--- config.mk ---
export PLATFORM = sky130hd
export DESIGN_NAME = cache_ctrl
export DESIGN_NICKNAME = d
export VERILOG_FILES = /design/src/rtl/cache_ctrl.sv
export SDC_FILE = /design/constraint.sdc
export NUM_CORES = 1
export LEC_CHECK = 0
export CAP_MARGIN = 20
export CORE_UTILIZATION = 45
export DETAILED_ROUTE_END_ITERATION = 6
export PLACE_DENSITY = 0.93
export RECOVER_POWER = 100
export SYNTH_ARGS = -nofsm -noshare
export SYNTH_HDL_FRONTEND = slang
export SYNTH_SLANG_ARGS = --single-unit
export TNS_END_PERCENT = 20
--- constraint.sdc ---
create_clock -name CLK -period 5.1 [get_ports CLK]
set_input_delay 1.02 -clock CLK [delete_from_list [all_inputs] [get_ports CLK]]
set_output_delay 1.02 -clock CLK [all_outputs]
set_load 0.005 [all_outputs]
--- src/rtl/cache_ctrl.sv ---
// Miss/refill sequencer for one data-cache set.
// Ports: CLK, Reset (sync, high); MemRead/MemWrite/Addr request; Hit/Dirty/OutTag from set;
//        MemReady handshake; Ctls/Stall/MemReq/MemWE/MemAddr drive; Hit/MissCount stats.
module cache_ctrl #(
    parameter int MEM_BEATS = 4
) (
    input  logic        CLK,
    input  logic        Reset,
    input  logic        MemRead,
    input  logic        MemWrite,
    input  logic [31:0] Addr,
    input  logic        Hit,
    input  logic        Dirty,
    input  logic [25:0] OutTag,
    input  logic        MemReady,
    output logic [6:0]  Ctls,
    output logic        Stall,
    output logic        MemReq,
    output logic        MemWE,
    output logic [31:0] MemAddr,
    output logic [31:0] HitCount,
    output logic [31:0] MissCount
);

    typedef enum logic [1:0] {
        IDLE,
        WB,
        REFILL
    } state_t;

    localparam logic [1:0] LAST = 2'(MEM_BEATS - 1);

    state_t     state;
    logic [1:0] cnt;
    logic       req;
    logic       unused_ok;

    assign req       = MemRead | MemWrite;
    assign unused_ok = ^Addr[1:0];

    always_ff @(posedge CLK) begin
        if (Reset) begin
            state     <= IDLE;
            cnt       <= 2'd0;
            HitCount  <= 32'd0;
            MissCount <= 32'd0;
        end else begin
            unique case (state)
                IDLE: begin
                    if (req) begin
                        if (Hit) begin
                            HitCount <= HitCount + 32'd1;
                        end else begin
                            MissCount <= MissCount + 32'd1;
                            cnt       <= 2'd0;
                            state     <= Dirty ? WB : REFILL;
                        end
                    end
                end
                WB: begin
                    if (MemReady) begin
                        cnt <= cnt + 2'd1;
                        if (cnt == LAST) state <= REFILL;
                    end
                end
                REFILL: begin
                    if (MemReady) begin
                        cnt <= cnt + 2'd1;
                        if (cnt == LAST) state <= IDLE;
                    end
                end
                default: state <= IDLE;
            endcase
        end
    end

    // Ctls = {wen, setValid, setDirty, offset[1:0], init, offsetSW}
    always_comb begin
        Ctls    = 7'd0;
        Stall   = req & ~((state == IDLE) & Hit);
        MemReq  = 1'b0;
        MemWE   = 1'b0;
        MemAddr = 32'd0;
        unique case (state)
            IDLE: begin
                if (req & Hit) begin
                    if (MemWrite)
                        Ctls = {3'b111, Addr[3:2], 2'b11};
                    else
                        Ctls = {3'b000, Addr[3:2], 2'b10};
                end else if (req) begin
                    // init latches the LRU victim for the whole miss
                    Ctls = 7'b0000010;
                end
            end
            WB: begin
                MemReq  = 1'b1;
                MemWE   = 1'b1;
                MemAddr = {OutTag, Addr[5:4], cnt, 2'b00};
                Ctls    = {3'b000, cnt, 2'b00};
            end
            REFILL: begin
                MemReq  = 1'b1;
                MemAddr = {Addr[31:4], cnt, 2'b00};
                if (MemReady)
                    Ctls = {3'b110, cnt, 2'b00};
                else
                    Ctls = {3'b000, cnt, 2'b00};
            end
            default: ;
        endcase
    end

endmodule

; Yosys cells after proc, flatten, opt, wreduce, memory -nomap -nowiden
; Index checks and enable logic that the tools add are counted.
[word_totals]
register_bits = 68
latchBits = 0
mem_bits_rw = 0
mem_bits_ro = 0
inputBits = 65
output_inout_bits = 106
memories = 0
[classes]
add_sub_neg = 3
multipliers = 0
div_mod_pow = 0
n_lt_le_gt_ge = 0
eq_ne = 10
n_shift = 0
muxes = 20
bitwise = 6
n_reduce_logical = 7
[ops]
columns = operator, count
row1 = $add 32x1->32 const B, 2
row2 = $pmux 32 s2, 1
row3 = $mux 2, 11
row4 = $mux 7, 3
row5 = $pmux 7 s3, 1
row6 = $ne 2x2->1 const B, 6
row7 = $pmux 2 s3, 1
row8 = $reduce_and 3->1, 2
row9 = $reduce_and 6->1, 1
row10 = $eq 2x2->1 const B, 2
row11 = $pmux 2 s2, 1
row12 = $reduce_and 4->1, 1
row13 = $and 1x1->1, 3
row14 = $add 2x1->2 const B, 1
row15 = $eq 2x1->1 const B, 1
row16 = $logic_not 2->1, 1
row17 = $mux 1, 2
row18 = $ne 2x1->1 const B, 1
row19 = $not 1->1, 2
row20 = $reduce_bool 2->1, 1
row21 = $reduce_or 2->1, 1
row22 = $or 1x1->1, 1

; Logic depth before layout (Yosys ltp)
; Gate-level depths: netlist of run 1.
[depth]
depth_word = 4
ltp_mapped = 9
depth_no_buf = 7

; Worst setup path before layout of run 1
; OpenSTA, ideal clock, no wires.
[synth_timing]
path_kind = input -> output
start = input port Hit
end = output port Ctls[6]
arrival_ps = 2003
required_time_ps = 4080
slack_ps = 2077
stages = 5
path_buffers = 2
cell_sequence = clkbuf_1 -> nand2_1 -> nor3b_1 -> a31o_2 -> buf_4
[synth_via]
elab_chain_cells = 3
[synth_rtl]
columns = item, line
row1 = from (decl), 12  ; input logic Hit,
row2 = $and 1x1->1, 86  ; if (req & Hit) begin
row3 = $mux 7, 86
row4 = $pmux 7 s3, 84  ; unique case (state)
row5 = to (decl), 16  ; output logic [6:0] Ctls,
; Every way passes these cells.

; Worst setup path in the final report of run 1
[layout_timing]
start = input port MemWrite
end = output port Ctls[1]
[layout_via]
elab_chain_cells = 4
word_cells_on_any_way = 5
classes_between = 3 x mux / 2 x bitwise
[layout_rtl]
columns = item, line
row1 = from (decl), 10  ; input logic MemWrite,
row2 = $or 1x1->1 (*), 38  ; assign req = MemRead | MemWrite;
row3 = $mux 2 / $and 1x1->1 (equally long branches), "91, 86"
row4 = $mux 7 (*), 86
row5 = $pmux 7 s3 (*), 84
; Every way passes the cells marked *; elsewhere a longest branch is shown, timed or not.

==> summary.md, run 1 <==
| Metric | Value |
|---|---|
| Worst-Margin Slew | `1740 ps` |
| Failing checks | `capacitance limit, slew limit` |
| Post-CTS Setup Inserts | `0` |
| N_diodes | `0` |
| Via count | `3915` |
| Kind of critical path | `input port to output pin` |
| Fin cells | `724` |
| Fmax | `0.244 GHz` |
| Initial Util | `0.463` |
| Die Height | `93.7 µm` |
| Unique masters post-synth | `43` |
| GRT Util Overall | `0.236` |
| Gate power share | `0.265` |
| Syn Inst Count | `463` |
| CTS Buf Count | `9` |
| Layout area overhead | `48.7%` |
| DP HPWL | `7950 µm` |
| Fill count | `649` |
| WP data required | `4080 ps` |
| Htree depth | `3` |
| Count of final setup violators | `0` |
| Pre-Repair DR Iteration Count | `5` |
| Final Skew | `10.8 ps` |
| CTS max path bufs | `2` |
| Synthesized flop and latch total | `68` |
| Asr flop ratio synth | `0` |
| Overall Power | `1.50 mW` |
| Fraction of layout cells with a size suffix above 1 | `0.0355` |
| Resize count post-CTS | `0` |
| Syn avg cell area | `8.18 µm²` |
| Worst-path clk slew | `70 ps` |
| Worst EP arrival | `3080 ps` |
| Clock power share | `0.363` |
| CTS Sinks | `68` |
| DR WL/cell | `14.9 µm` |
| Antenna-violating nets left | `0` |
| First-pass GRT wire length | `16800 µm` |
| Pwr dens | `266 nW/µm²` |
| CP Capture Type | `output pin` |
| Rows | `33` |
| Critical Path Start Type | `input port` |
| Slew Limit Headroom | `-0.180` |
| Area after DPL | `5450 µm²` |
| Core ar. | `8180 µm²` |
| Mapped Area | `3790 µm²` |
| Worst VDD drop | `0.000189 V` |
| DRT iter0 DRCs | `184` |
| Max Slew Vio Count | `20` |
| Switching Share | `0.283` |
| Vias in the first global route | `3550` |
| Post-route setup TNS | `0 ps` |
| Finished Core Util | `0.689` |
| Width of the die | `93.7 µm` |
| Design Area, Final | `5630 µm²` |
| Min cycle time layout | `4100 ps` |
| Final Hold Fails | `0` |
| Hold Crit Class | `register to register` |
| I/O Buffers | `166` |
| Register Area | `1360 µm²` |
| DRC violations left | `0` |
| Net Sw Power | `0.425 mW` |
| Footprint of the multi-input gates | `2170 µm²` |
| P_leak | `2.22 nW` |
| Nets@finish | `686` |
| Dpl cells | `707` |
| Cells along the critical path | `dlygate4sd3_1, o21ai_0, nor2_1, dlygate4sd3_1` |
| Max_cap viols | `2` |
| GPL Wtd Cong | `0.811` |
| Vias per cell | `5.41` |
| Slowest stage delay, CP | `750 ps` |
| Hold bufs inserted after CTS | `0` |
| Most common cell on crit path | `dlygate4sd3_1` |
| Detailed Route WL | `10800 µm` |
| Total gr overflow | `0` |
| CTS tree | `yes` |
| Final worst path period share | `0.804` |
| Synth warnings | `0` |
| Critical Path Slowest Stage Cell | `o21ai_0` |
| Antenna violations before repair | `0` |
| Max Fanout on Critical Path | `8` |
| Primary FF master, synth | `dfxtp_1` |
| RSZ-0062 raised after global routing | `no` |
| Run status | `finished with violations` |
| DIE AREA | `8780 µm²` |
| Sequential fraction of the synthesis area | `0.360` |
| Number of synthesized flops with an enable pin | `0` |
| Sequential share of power | `0.372` |
| Internal Power | `1.08 mW` |
| Clk_lat worst skew | `340 ps` |
| Clock Root Buffer | `clkbuf_8` |
| Largest net degree at the start of global routing | `70` |
| Ports | `171` |
## per-stage QoR
stage / hold slack (ps) / setup slack, ps
floorplan: 469 / 2080
global placement: 481 / 1080
detailed placement: 491 / 1050
CTS: 508 / 1040
global route: 541 / 847
finish: 503 / 1000
## layout make-up
type / count / area share
well taps: 105 / 0.0233
flip-flops and latches: 68 / 0.242
multi-input cells: 355 / 0.385
clock inverters: 7 / 0.0216
repair buffers: 167 / 0.298
inverters: 13 / 0.00867
clock buffers: 9 / 0.0220
## layout by cell type, fill, tap and decap left out, types with 20 or more instances in the layout
cell type          n
xnor2_1           26
nand3_1           20
dfxtp_1           68
xor2_1            33
nor2b_1           29
nand2_1           32
dlygate4sd3_1    105
clkdlybuf4s50_1   60
nor2_1            73
a22oi_1           28
nand4_1           24
## worst max-delay path, delay by kind of cell
kind / cells / cell delay, ps
buffers and inverters: 2 / 1220
AO/OA/AOI/OAI: 1 / 750
AND/OR/NAND/NOR: 1 / 80
## synthesized netlist by cell type (2+ instances only)
master    count  area share
a22oi_1      28       0.056
and3_1        9       0.015
nand3_1      20       0.026
nor3_1       13       0.017
or3_1         3      0.0050
ha_1          7       0.023
xor2_1       33       0.076
nor4_1        6      0.0099
and2_1        3      0.0050
buf_4         5      0.0099
nor4_2        3      0.0099
nand2_1      32       0.032
nor4_4        2       0.011
dfxtp_1      68        0.36
nor2_1       73       0.072
nor2b_1      29       0.048
o21ai_0       4      0.0053
a21oi_1      12       0.016
or2_2         3      0.0050
xnor2_1      26       0.060
inv_1        13       0.013
and4_1        8       0.019
nand4_1      24       0.040
clkbuf_1     18       0.018
buf_1         3      0.0030
## power groups by stage
stage,clock (mW),combinational [mW],sequential (mW)
after floorplan,0,0.236,0.567
after global placement,0,0.408,0.568
after detailed placement,0,0.421,0.570
after CTS,0.551,0.423,0.558
after global routing,0.576,0.432,0.560
final,0.545,0.398,0.558
## final timing paths
check | startpoint | to | slack [ps] | cells after the start
max | MemWrite | Ctls[1] | 1000 | 4
min | HitCount[19] | HitCount[19] | 500 | 2
min reg2reg | HitCount[19] | HitCount[19] | 500 | 2
max reg2reg | state[0] | MissCount[28] | 1710 | 7
## cell families (layout without fill, tap and decap cells)
family | count (synthesis) | after routing | share of synthesized area
DFF | 68 | 68 | 0.360
other | 1 | 2 | 0.000990
buffers and inverters | 41 | 196 | 0.0479
and+or+nand+nor | 236 | 236 | 0.335
xor gates and xnor gates | 59 | 59 | 0.136
AOI/OAI and AO/OA | 51 | 51 | 0.0968
adders and majority gates | 7 | 7 | 0.0231
## metal layers
metal | global-route usage | part of all wire
met1 | 0.298 | 0.42
met2 | 0.412 | 0.52
met3 | 0.0510 | 0.048
met4 | 0.0462 | 0.0080
met5 | 0 | 0
## flip-flops by register name (all words and copies together) (netlist names)
register and cells:
state 2, MissCount 32, HitCount 32, cnt 2
No activity file was read; power rests on OpenSTA's default activity.
==> run 2, diff against run 1 <==
--- a/config.mk
+++ b/config.mk
@@ -6,9 +6,9 @@
 export NUM_CORES = 1
 export LEC_CHECK = 0
 export CAP_MARGIN = 20
-export CORE_UTILIZATION = 45
+export CORE_UTILIZATION = 42
 export DETAILED_ROUTE_END_ITERATION = 6
-export PLACE_DENSITY = 0.93
+export PLACE_DENSITY = 0.88
 export RECOVER_POWER = 100
 export SYNTH_ARGS = -nofsm -noshare
 export SYNTH_HDL_FRONTEND = slang
==> constraint.sdc (replaced) <==
create_clock -name CLK -period 4.1 [get_ports CLK]
set_input_delay 0.82 -clock CLK [delete_from_list [all_inputs] [get_ports CLK]]
set_output_delay 0.82 -clock CLK [all_outputs]
set_load 0.005 [all_outputs]
==> summary.md, run 2 (same netlist as run 1, synthesis figures left out) <==
| Metric | Value |
|---|---|
| Layout area overhead | `48.4%` |
| First-pass GRT wire length | `17700 µm (+5.5%)` |
| Vias per cell | `5.41 (about the same)` |
| DR WL/cell | `14.7 µm (-0.88%)` |
| GPL Wtd Cong | `0.853 (+5.2%)` |
| Min cycle time layout | `3610 ps` |
| Initial Util | `0.434 (-0.0290)` |
| Critical Path Slowest Stage Cell | `nor4b_1` |
| CTS max path bufs | `2 (unchanged)` |
| Run status | `finished with violations` |
| Htree depth | `3 (unchanged)` |
| Slowest stage delay, CP | `1370 ps (+620 ps)` |
| WP data required | `4230 ps (+150 ps)` |
| Overall Power | `1.79 mW (+20%)` |
| DIE AREA | `9400 µm² (+7.0%)` |
| Clk_lat worst skew | `340 ps (about the same)` |
| Worst-Margin Slew | `2320 ps (+570 ps)` |
| Final worst path period share | `0.881` |
| GRT busiest layer | `met2` |
| Kind of critical path | `input port to register` |
| Clock Root Buffer | `clkbuf_8` |
| Worst-path clk slew | `80 ps (about the same)` |
| CTS Buf Count | `9 (unchanged)` |
| RSZ-0062 raised after global routing | `no` |
| DRC violations left | `0 (unchanged)` |
| Nets@finish | `689 (+0.44%)` |
| Core ar. | `8720 µm² (+6.7%)` |
| Worst reg-to-reg setup slack | `740 ps (-970 ps)` |
| CTS Sinks | `68 (unchanged)` |
| Crit path to | `MissCount[20]` |
| Resize count post-CTS | `0 (unchanged)` |
| Fmax | `0.277 GHz` |
| Die Height | `96.9 µm (+3.4%)` |
| Rows | `34 (+3.0%)` |
| Antenna violations before repair | `0 (unchanged)` |
| CP Capture Type | `register` |
| Critical path startpoint | `MemWrite` |
| Worst VDD drop | `0.000189 V (about the same)` |
| Final Skew | `12.6 ps (+1.82 ps)` |
| Final Hold Fails | `0 (unchanged)` |
| Worst r2r src | `state[0]` |
| Max Fanout on Critical Path | `9 (+1)` |
| Fraction of layout cells with a size suffix above 1 | `0.0370 (+0.00144)` |
| HP Start | `HitCount[19]` |
| DRT iter0 DRCs | `202 (+9.8%)` |
| Hold bufs inserted after CTS | `0 (unchanged)` |
| Met3 Use GR | `0.0564 (+0.00539)` |
| Max Slew Vio Count | `73 (+270%)` |
| I/O Buffers | `166 (unchanged)` |
| Total gr overflow | `0 (unchanged)` |
| Most frequent cells in the layout | `104 x dlygate4sd3_1, 73 x nor2_1, 68 x dfxtp_1` |
| Pwr dens | `319 nW/µm² (+20%)` |
| N_diodes | `0 (unchanged)` |
| Width of the die | `96.9 µm (+3.4%)` |
| Detailed Route WL | `10700 µm (about the same)` |
| P_leak | `2.23 nW (+0.31%)` |
| Largest net degree at the start of global routing | `53 (-24%)` |
| Max_cap viols | `3 (+1)` |
| Failing checks | `capacitance limit, slew limit` |
| Cells along the critical path | `dlygate4sd3_1, o21ai_0, nor4b_1, nand4_1, xor2_1, nor2_1` |
| Slew Limit Headroom | `-0.544 (-0.364)` |
| Hold Crit Class | `register to register` |
| R2R depth | `7 (unchanged)` |
| Ports | `171 (unchanged)` |
| Vias in the first global route | `3856 (+8.6%)` |
| Worst EP arrival | `3740 ps (+660 ps)` |
| Via count | `3946 (+0.79%)` |
| RR Endpoint | `MissCount[20]` |
| Commonest non-fill, non-tap cell in the layout | `dlygate4sd3_1` |
| Met1 Track Usage GR | `0.277 (-0.0203)` |
| DP HPWL | `7920 µm (-0.31%)` |
| Post-CTS Setup Inserts | `0 (unchanged)` |
| GR Util met2 | `0.388 (-0.0240)` |
| GRT Util Overall | `0.226 (-0.00973)` |
| Pre-Repair DR Iteration Count | `5 (unchanged)` |
| Post-route setup TNS | `0 ps (unchanged)` |
| Antenna-violating nets left | `0 (unchanged)` |
| Critical Path Start Type | `input port` |
| Count of final setup violators | `0 (unchanged)` |
| Top flop regs | `HitCount x32, MissCount x32` |
| CTS tree | `yes` |
## run 2: routing by layer
metal	share of wire	wire, µm
met2	0.50	5380
met1	0.42	4560
met5	0	0
met3	0.059	630
met4	0.016	170
## run 2: layout make-up
type | instances | area (µm²)
fill | 733 | 3100
multi-input combinational | 355 | 2180
timing repair buffer | 170 | 1680
sequential | 68 | 1360
tap | 108 | 135
clock buffer | 10 | 128
clock inverter | 6 | 87.6
inverter | 13 | 48.8
## run 2: worst max-delay path: cells and delay by family
kind                      cells  cell delay, ps
AOI/OAI and AO/OA             1             350
and+or+nand+nor               3            1710
xor gates and xnor gates      1             220
buffers and inverters         1             640
## run 2: metrics by stage
step	utilization	instances	hold WS (ps)	cell area (µm²)	setup WS (ps)
after global placement	0.628	714	481	5480	735
after detailed placement	0.628	714	510	5480	712
after global routing	0.644	730	562	5620	278
final	0.644	730	512	5620	488
after CTS	0.653	730	523	5690	667
after floorplan	-	464	469	3790	1480
## run 2: power by group
| group | internal (mW) | total (mW) | switching, mW |
|---|---|---|---|
| sequential | 0.675 | 0.694 | 0.0184 |
| clock | 0.344 | 0.599 | 0.256 |
| combinational | 0.261 | 0.500 | 0.239 |
## run 2: worst min path at each step
stage	slack (ps)	cells after the start	endpoint
floorplan	470	2	cnt[1]
global placement	480	2	HitCount[19]
detailed placement	510	2	HitCount[1]
CTS	520	2	HitCount[19]
global route	560	2	HitCount[19]
finish	510	2	HitCount[19]
